===== config.mk =====
export PLATFORM = sky130hd
export DESIGN_NAME = regfile_mp_flat
export DESIGN_NICKNAME = d
export VERILOG_FILES = /design/src/rtl/regfile_pkg.sv /design/src/rtl/regfile_mp_if.sv /design/src/rtl/regfile_scoreboard.sv /design/src/rtl/regfile_mp.sv /design/src/flat_wrapper.sv
export SDC_FILE = /design/constraint.sdc
export NUM_CORES = 2
export LEC_CHECK = 0
export CORE_ASPECT_RATIO = 0.75
export CORE_MARGIN = 2
export CORE_UTILIZATION = 61
export DETAILED_ROUTE_END_ITERATION = 12
export HOLD_SLACK_MARGIN = 0.15
export PLACE_DENSITY_LB_ADDON = 0.12
export SLEW_MARGIN = 20
export SYNTH_ARGS = -nofsm -noshare
export SYNTH_HDL_FRONTEND = slang
export SYNTH_SLANG_ARGS = --single-unit

===== constraint.sdc =====
create_clock -name clk -period 5.5 [get_ports clk]
set_input_delay 1.65 -clock clk [delete_from_list [all_inputs] [get_ports clk]]
set_output_delay 1.65 -clock clk [all_outputs]
set_load 0.1 [all_outputs]

===== src/rtl/regfile_pkg.sv =====
// Shared constants and helpers for the regfile_mp register file and its scoreboard.
package regfile_pkg;

  localparam int DEF_DATA_W = 32;
  localparam int DEF_NREGS  = 16;
  localparam int DEF_NRD    = 4;
  localparam int DEF_NWR    = 2;

  function automatic int calcAw(input int nregs);
    return (nregs <= 2) ? 1 : $clog2(nregs);
  endfunction

  function automatic int defPcReg(input int nregs);
    return nregs - 1;
  endfunction

  function automatic int sliceLsb(input int port, input int width);
    return port * width;
  endfunction

  // The PC slot has no storage, so rows above it shift down by one.
  function automatic int storeRow(input int addr, input int pcReg);
    return (addr > pcReg) ? addr - 1 : addr;
  endfunction

endpackage


===== src/rtl/regfile_mp_if.sv =====
// Port bundle between the decode stage (master) and regfile_mp (slave).
interface regfile_mp_if
  import regfile_pkg::*;
#(
  parameter int DATA_W = DEF_DATA_W,
  parameter int NREGS  = DEF_NREGS,
  parameter int NRD    = DEF_NRD,
  parameter int NWR    = DEF_NWR
);

  localparam int AW = calcAw(NREGS);

  logic [NWR-1:0]        we;
  logic [NWR*AW-1:0]     wa;
  logic [NWR*DATA_W-1:0] wd;
  logic [NRD*AW-1:0]     ra;
  logic [DATA_W-1:0]     pc_in;
  logic                  sb_set;
  logic [AW-1:0]         sb_addr;
  logic [NRD-1:0]        rd_use;
  logic [NRD*DATA_W-1:0] rd;
  logic [NRD-1:0]        rd_busy;
  logic                  stall;

  modport master (
    output we, wa, wd, ra, pc_in, sb_set, sb_addr, rd_use,
    input  rd, rd_busy, stall
  );

  modport slave (
    input  we, wa, wd, ra, pc_in, sb_set, sb_addr, rd_use,
    output rd, rd_busy, stall
  );

endinterface


===== src/rtl/regfile_scoreboard.sv =====
// Pending-bit array for multi-cycle producers; a set beats a clearing write to the same register.
module regfile_scoreboard
  import regfile_pkg::*;
#(
  parameter int NREGS  = DEF_NREGS,
  parameter int NRD    = DEF_NRD,
  parameter int NWR    = DEF_NWR,
  parameter int PC_REG = NREGS - 1,
  parameter int AW     = calcAw(NREGS)
) (
  input  logic              clk,
  input  logic              reset,
  input  logic [NWR-1:0]    we_i,
  input  logic [NWR*AW-1:0] wa_i,
  input  logic              sbSet_i,
  input  logic [AW-1:0]     sbAddr_i,
  input  logic [NRD*AW-1:0] ra_i,
  output logic [NRD-1:0]    busy_o
);

  logic [NREGS-1:0] pending_q;
  logic [NREGS-1:0] pending_d;

  always_comb begin
    pending_d = pending_q;
    for (int i = 0; i < NWR; i++) begin
      if (we_i[i] && (int'(wa_i[i*AW +: AW]) < NREGS))
        pending_d[wa_i[i*AW +: AW]] = 1'b0;
    end
    if (sbSet_i && (int'(sbAddr_i) < NREGS) && (int'(sbAddr_i) != PC_REG))
      pending_d[sbAddr_i] = 1'b1;
  end

  always_ff @(posedge clk or negedge reset) begin
    if (!reset) pending_q <= '0;
    else        pending_q <= pending_d;
  end

  always_comb begin
    busy_o = '0;
    for (int j = 0; j < NRD; j++) begin
      if ((int'(ra_i[j*AW +: AW]) < NREGS) && (int'(ra_i[j*AW +: AW]) != PC_REG))
        busy_o[j] = pending_q[ra_i[j*AW +: AW]];
    end
  end

endmodule


===== src/rtl/regfile_mp.sv =====
// Multi-port register file with port-0-priority writes, external PC slot and pending scoreboard.
// Optional same-cycle write-to-read forwarding when REGFILE_BYPASS_EN is defined.
module regfile_mp
  import regfile_pkg::*;
#(
  parameter int DATA_W = DEF_DATA_W,
  parameter int NREGS  = DEF_NREGS,
  parameter int NRD    = DEF_NRD,
  parameter int NWR    = DEF_NWR,
  parameter int PC_REG = NREGS - 1
) (
  input logic         clk,
  input logic         reset,
  regfile_mp_if.slave bus
);

  localparam int AW     = calcAw(NREGS);
  localparam int NSTORE = NREGS - 1;

  logic [DATA_W-1:0]     regs_q [NSTORE];
  logic [DATA_W-1:0]     regs_d [NSTORE];
  logic [NRD-1:0]        sbBusy;
  logic [NRD-1:0]        rdBusy;
  logic [NRD*DATA_W-1:0] rdData;

  function automatic logic isStored(input logic [AW-1:0] a);
    return (int'(a) < NREGS) && (int'(a) != PC_REG);
  endfunction

  // Walk ports high to low so the lowest-index writer lands last and wins.
  always_comb begin
    regs_d = regs_q;
    for (int i = NWR - 1; i >= 0; i--) begin
      if (bus.we[i] && isStored(bus.wa[sliceLsb(i, AW) +: AW]))
        regs_d[storeRow(int'(bus.wa[sliceLsb(i, AW) +: AW]), PC_REG)] =
          bus.wd[sliceLsb(i, DATA_W) +: DATA_W];
    end
  end

  always_ff @(posedge clk or negedge reset) begin
    if (!reset) begin
      for (int k = 0; k < NSTORE; k++) regs_q[k] <= '0;
    end else begin
      regs_q <= regs_d;
    end
  end

  regfile_scoreboard #(
    .NREGS  (NREGS),
    .NRD    (NRD),
    .NWR    (NWR),
    .PC_REG (PC_REG),
    .AW     (AW)
  ) u_scoreboard (
    .clk      (clk),
    .reset    (reset),
    .we_i     (bus.we),
    .wa_i     (bus.wa),
    .sbSet_i  (bus.sb_set),
    .sbAddr_i (bus.sb_addr),
    .ra_i     (bus.ra),
    .busy_o   (sbBusy)
  );

  always_comb begin
    rdData = '0;
    rdBusy = sbBusy;
    for (int j = 0; j < NRD; j++) begin
      if (int'(bus.ra[sliceLsb(j, AW) +: AW]) == PC_REG)
        rdData[sliceLsb(j, DATA_W) +: DATA_W] = bus.pc_in;
      else if (isStored(bus.ra[sliceLsb(j, AW) +: AW]))
        rdData[sliceLsb(j, DATA_W) +: DATA_W] =
          regs_q[storeRow(int'(bus.ra[sliceLsb(j, AW) +: AW]), PC_REG)];
`ifdef REGFILE_BYPASS_EN
      // Forwarded data is current, so busy drops unless a new producer claims the register.
      if (reset && isStored(bus.ra[sliceLsb(j, AW) +: AW])) begin
        for (int i = NWR - 1; i >= 0; i--) begin
          if (bus.we[i] && (bus.wa[sliceLsb(i, AW) +: AW] == bus.ra[sliceLsb(j, AW) +: AW])) begin
            rdData[sliceLsb(j, DATA_W) +: DATA_W] = bus.wd[sliceLsb(i, DATA_W) +: DATA_W];
            if (!(bus.sb_set && (bus.sb_addr == bus.ra[sliceLsb(j, AW) +: AW])))
              rdBusy[j] = 1'b0;
          end
        end
      end
`endif
    end
  end

  assign bus.rd      = rdData;
  assign bus.rd_busy = rdBusy;
  assign bus.stall   = |(rdBusy & bus.rd_use);

endmodule


===== src/flat_wrapper.sv =====
// flat-port wrapper written by rule: the top's interface ports become plain ports
module regfile_mp_flat import regfile_pkg::*;
#(
  parameter int DATA_W = DEF_DATA_W,
  parameter int NREGS  = DEF_NREGS,
  parameter int NRD    = DEF_NRD,
  parameter int NWR    = DEF_NWR,
  parameter int PC_REG = NREGS - 1
)
  (clk, reset, bus_we, bus_wa, bus_wd, bus_ra, bus_pc_in, bus_sb_set, bus_sb_addr, bus_rd_use, bus_rd, bus_rd_busy, bus_stall);
  regfile_mp_if #(.DATA_W(DATA_W), .NREGS(NREGS), .NRD(NRD), .NWR(NWR)) bus_i ();
  input logic clk;
  input logic reset;
  input wire logic [$bits(bus_i.we)-1:0] bus_we;
  input wire logic [$bits(bus_i.wa)-1:0] bus_wa;
  input wire logic [$bits(bus_i.wd)-1:0] bus_wd;
  input wire logic [$bits(bus_i.ra)-1:0] bus_ra;
  input wire logic [$bits(bus_i.pc_in)-1:0] bus_pc_in;
  input wire logic [$bits(bus_i.sb_set)-1:0] bus_sb_set;
  input wire logic [$bits(bus_i.sb_addr)-1:0] bus_sb_addr;
  input wire logic [$bits(bus_i.rd_use)-1:0] bus_rd_use;
  output wire logic [$bits(bus_i.rd)-1:0] bus_rd;
  output wire logic [$bits(bus_i.rd_busy)-1:0] bus_rd_busy;
  output wire logic [$bits(bus_i.stall)-1:0] bus_stall;
  assign bus_i.we = bus_we;
  assign bus_i.wa = bus_wa;
  assign bus_i.wd = bus_wd;
  assign bus_i.ra = bus_ra;
  assign bus_i.pc_in = bus_pc_in;
  assign bus_i.sb_set = bus_sb_set;
  assign bus_i.sb_addr = bus_sb_addr;
  assign bus_i.rd_use = bus_rd_use;
  assign bus_rd = bus_i.rd;
  assign bus_rd_busy = bus_i.rd_busy;
  assign bus_stall = bus_i.stall;
  regfile_mp #(.DATA_W(DATA_W), .NREGS(NREGS), .NRD(NRD), .NWR(NWR), .PC_REG(PC_REG)) u_core (.clk(clk), .reset(reset), .bus(bus_i));
endmodule

==> flow_metrics.env <==
export IMPL_outcome="complete, no violations"
export IMPL_seqCellArea_mm2=0.0124
export IMPL_rsz0062_at_grt="no"
export IMPL_cts_buffers=55
export IMPL_number_of_global_route_vias_before_repair=35100
export IMPL_power_report_internal_total_mw=11.1
export IMPL_fp_dieH_um=225
export IMPL_timing_critical_path_to_type="output pin"
export IMPL_drc=0
export IMPL_die_w_um=298
export IMPL_setup_reg_to_reg_worst_slack_ps=4510
export IMPL_vias=35400
export IMPL_port_buffers=265
export IMPL_worstPathArrival_ps=3750
export IMPL_io_pin_count=266
export IMPL_cts_tree="done"
export IMPL_part_of_the_total_power_dissipated_in_sequential_elements_pct=31.6
export IMPL_report_final_setup_viol=0
export IMPL_post_synth_inst_count=3526
export IMPL_place_congestion=0.977
export IMPL_cellLeakagePower_nw=19.0
export IMPL_worst_hold_path_type="register to register"
export IMPL_htree_levels=2
export IMPL_core_rowCount=80
export IMPL_layout_area_overhead_vs_synth_pct=20.1
export IMPL_clk_pin_slew_ps=60
export IMPL_drt_antenna_violating_nets=0
export IMPL_design_final_nets=3801
export IMPL_cts_root_buffer="sky130_fd_sc_hd__clkbuf_16"
export IMPL_power_density_mw_per_mm2=394
export IMPL_synth_area_leader="sky130_fd_sc_hd__dfrtp_1"
export IMPL_initial_utilization_pct=61.9
export IMPL_netlist_area_mm2=0.0396
export IMPL_power_clock_fraction_pct=21.5
export IMPL_detail_route_iter0_violations=6431
export IMPL_max_cap_violations=0
export IMPL_fin_util_pct=74.3
export IMPL_wl_per_cell_um=35.0
export IMPL_worstReg2RegStart="u_core.regs_q[88]"
export IMPL_grt_max_degree=116
export IMPL_yosys_top_cells_area="sky130_fd_sc_hd__dfrtp_1 31%, sky130_fd_sc_hd__mux4_2 28%, sky130_fd_sc_hd__mux2i_1 15%"
export IMPL_p_sw_share_pct=41.0
export IMPL_die_area_mm2=0.0670
export IMPL_setup_worst_path_start_class="primary input"
export IMPL_power_switching_mw=7.69
export IMPL_cts_post_setup_buffers_inserted=0
export IMPL_setup_total_negative_slack_ps=0
export IMPL_fp_coreArea_mm2=0.0640
export IMPL_post_cts_hold_buffer_count=0
export IMPL_detail_route_vias_per_cell=7.74
export IMPL_synth_seq_area_share_pct=31.3
export IMPL_max_vdd_ir_drop_uv=353
export IMPL_netlist_cell_type_count=40
export IMPL_grt_first_pass_wirelength_mm=234
export IMPL_insertion_delay_ps=640
export IMPL_fin_crit_sh_pct=98.2
export IMPL_synth_top_area_share_pct=31.3
export IMPL_detail_route_first_pass_iterations=7
export IMPL_combinational_group_share_of_total_power_pct=46.9
export IMPL_worstSetupEndpoint="bus_rd[36]"
export IMPL_multi_input_area_mm2=0.0257
export IMPL_clock_fmax_ghz=0.185
export IMPL_syn_num_nets=3659
export IMPL_syn_avg_cell_area_um2=11.2
export IMPL_post_dp_hpwl_mm=99.5
export IMPL_antenna_found_initial=8
export IMPL_clock_sink_count=496
export IMPL_fin_crit_ps=5400
export IMPL_yosysWarningCount=0
export IMPL_fillers=4208
export IMPL_cts_max_path_buffers=3
export IMPL_max_slew_worst_pin_slew_ps=1310
export IMPL_number_of_synthesized_register_bits=496
export IMPL_grt_total_usage_pct=47.7
export IMPL_skew_ps=0
export IMPL_share_of_final_layout_standard_cells_stronger_than_drive_strength_1_pct=30.1
export IMPL_detailed_route_wl_mm=160
export IMPL_slew_limit_fails=0
export IMPL_required_ps=3850
export IMPL_worst_path_max_fanout=31
export IMPL_cts_repair_resize_count=0
export IMPL_r2r_cells=2
export IMPL_holdCritStartpoint="u_core.u_scoreboard.pending_q[10]"
export IMPL_grt_overflow=0
export IMPL_reg2reg_to="u_core.regs_q[88]"
export IMPL_crit_start="bus_ra[4]"
export IMPL_timing_hold_violations_final=0
export IMPL_worst_setup_path_type="primary input to output pin"
export IMPL_timing_slew_headroom_pct=12.9
## flip-flops by register name, indices dropped and copies added, names as in the netlist
signal                         flops
u_core.u_scoreboard.pending_q     16
u_core.regs_q                    480
## cell usage after synthesis
cell	count
sky130_fd_sc_hd__o32ai_2	1
sky130_fd_sc_hd__nor2_2	3
sky130_fd_sc_hd__o211a_1	1
sky130_fd_sc_hd__or3_1	3
sky130_fd_sc_hd__nand2_1	288
sky130_fd_sc_hd__nand2b_1	7
sky130_fd_sc_hd__clkbuf_1	210
sky130_fd_sc_hd__o21a_1	90
sky130_fd_sc_hd__mux4_2	487
sky130_fd_sc_hd__nand3_1	11
sky130_fd_sc_hd__mux2i_1	604
sky130_fd_sc_hd__and3_1	3
sky130_fd_sc_hd__o22ai_1	3
sky130_fd_sc_hd__nand4_1	4
sky130_fd_sc_hd__buf_1	24
sky130_fd_sc_hd__buf_6	7
sky130_fd_sc_hd__nor3b_1	3
sky130_fd_sc_hd__and2b_1	1
sky130_fd_sc_hd__o22a_1	90
sky130_fd_sc_hd__and2_1	7
sky130_fd_sc_hd__and4_1	3
sky130_fd_sc_hd__nand4_2	1
sky130_fd_sc_hd__buf_8	1
sky130_fd_sc_hd__a222oi_1	1
sky130_fd_sc_hd__nor2b_1	8
sky130_fd_sc_hd__o221ai_1	24
sky130_fd_sc_hd__a32o_1	4
sky130_fd_sc_hd__nor2_1	316
sky130_fd_sc_hd__buf_4	32
sky130_fd_sc_hd__o21ai_0	253
sky130_fd_sc_hd__nand3b_1	8
sky130_fd_sc_hd__buf_2	131
sky130_fd_sc_hd__a21oi_1	302
sky130_fd_sc_hd__a22o_1	1
sky130_fd_sc_hd__nor4_2	1
sky130_fd_sc_hd__or2_2	1
sky130_fd_sc_hd__and3b_1	3
sky130_fd_sc_hd__a221o_1	1
sky130_fd_sc_hd__dfrtp_1	496
sky130_fd_sc_hd__mux2_2	92
## worst min path at each step
stage	to	slack, ps	cells after the start
6_report	u_core.u_scoreboard.pending_q[10]	600	2
5_1_grt	u_core.u_scoreboard.pending_q[10]	610	2
4_1_cts	u_core.u_scoreboard.pending_q[10]	600	2
3_5_place_dp	u_core.u_scoreboard.pending_q[10]	590	2
3_3_place_gp	u_core.u_scoreboard.pending_q[3]	570	1
2_1_floorplan	u_core.u_scoreboard.pending_q[12]	510	2
## worst max-delay path: stages
cell and delay (ps):
sky130_fd_sc_hd__clkbuf_8 390, sky130_fd_sc_hd__buf_4 240, sky130_fd_sc_hd__mux4_2 500, sky130_fd_sc_hd__mux4_2 570, sky130_fd_sc_hd__o21a_1 180, sky130_fd_sc_hd__buf_12 170
## layout make-up
cell class	instances	share of cell area, %
timing repair buffer	490	13.6
clock inverter	18	0.513
clock buffer	82	3.51
antenna	3	0.0158
tap	861	2.27
sequential	496	26.1
multi-input combinational	2625	54.0
## cell families (layout without fill, tap and decap cells)
family / after synthesis / count (layout) / share of synthesized area [%]
mux: 1183 / 1183 / 45.6
compound gates: 771 / 771 / 11.5
simple gates: 671 / 671 / 6.85
flops: 496 / 496 / 31.3
buf+inv: 405 / 590 / 4.72
other cells: 0 / 3 / 0
## per-stage QoR
step | hold WS, ps | cells | worst slack (ps) | power, mW | cell area, µm²
floorplan | 515 | 3526 | -480 | 11.5 | 39800
global placement | 571 | 4472 | 82.0 | 14.2 | 45600
detailed placement | 592 | 4472 | 88.2 | 14.5 | 45600
CTS | 598 | 4572 | 76.1 | 18.5 | 47500
global route | 613 | 4574 | 7.75 | 19.3 | 47600
finish | 598 | 4575 | 97.3 | 18.8 | 47600
## power by group through the flow
stage / clock, mW / combinational (mW) / sequential, mW
final: 4.04 / 8.79 / 5.92
after global routing: 4.16 / 9.10 / 6.00
after CTS: 4.01 / 8.70 / 5.80
after detailed placement: 0 / 8.67 / 5.84
after global placement: 0 / 8.46 / 5.71
after floorplan: 0 / 6.08 / 5.38
## routing by layer
metal | wire (µm) | up-vias | track usage [%] | part of all wire [%]
met2 | 66800 | 3519 | 66.6 | 42
met5 | 164 | - | 0.938 | 0.10
met4 | 11200 | 15 | 27.6 | 7.0
li1 | - | 13800 | - | -
met3 | 27800 | 818 | 20.7 | 17
met1 | 54100 | 17300 | 61.9 | 34
## placed cells by master, fill, tap and decap left out, drive strengths merged, types with 7 or more instances in the layout
master         count
a21oi            302
clkdlybuf4s50    115
clkbuf            85
buf              372
mux2              92
mux4             487
nor2             319
and2               7
dfrtp            496
mux2i            604
nand3b             8
o221ai            24
nor2b              8
nand2            288
nand2b             7
o21a              90
o22a              90
clkinv            11
o21ai            253
nand3             11
Power figures use the tool's default switching activity.
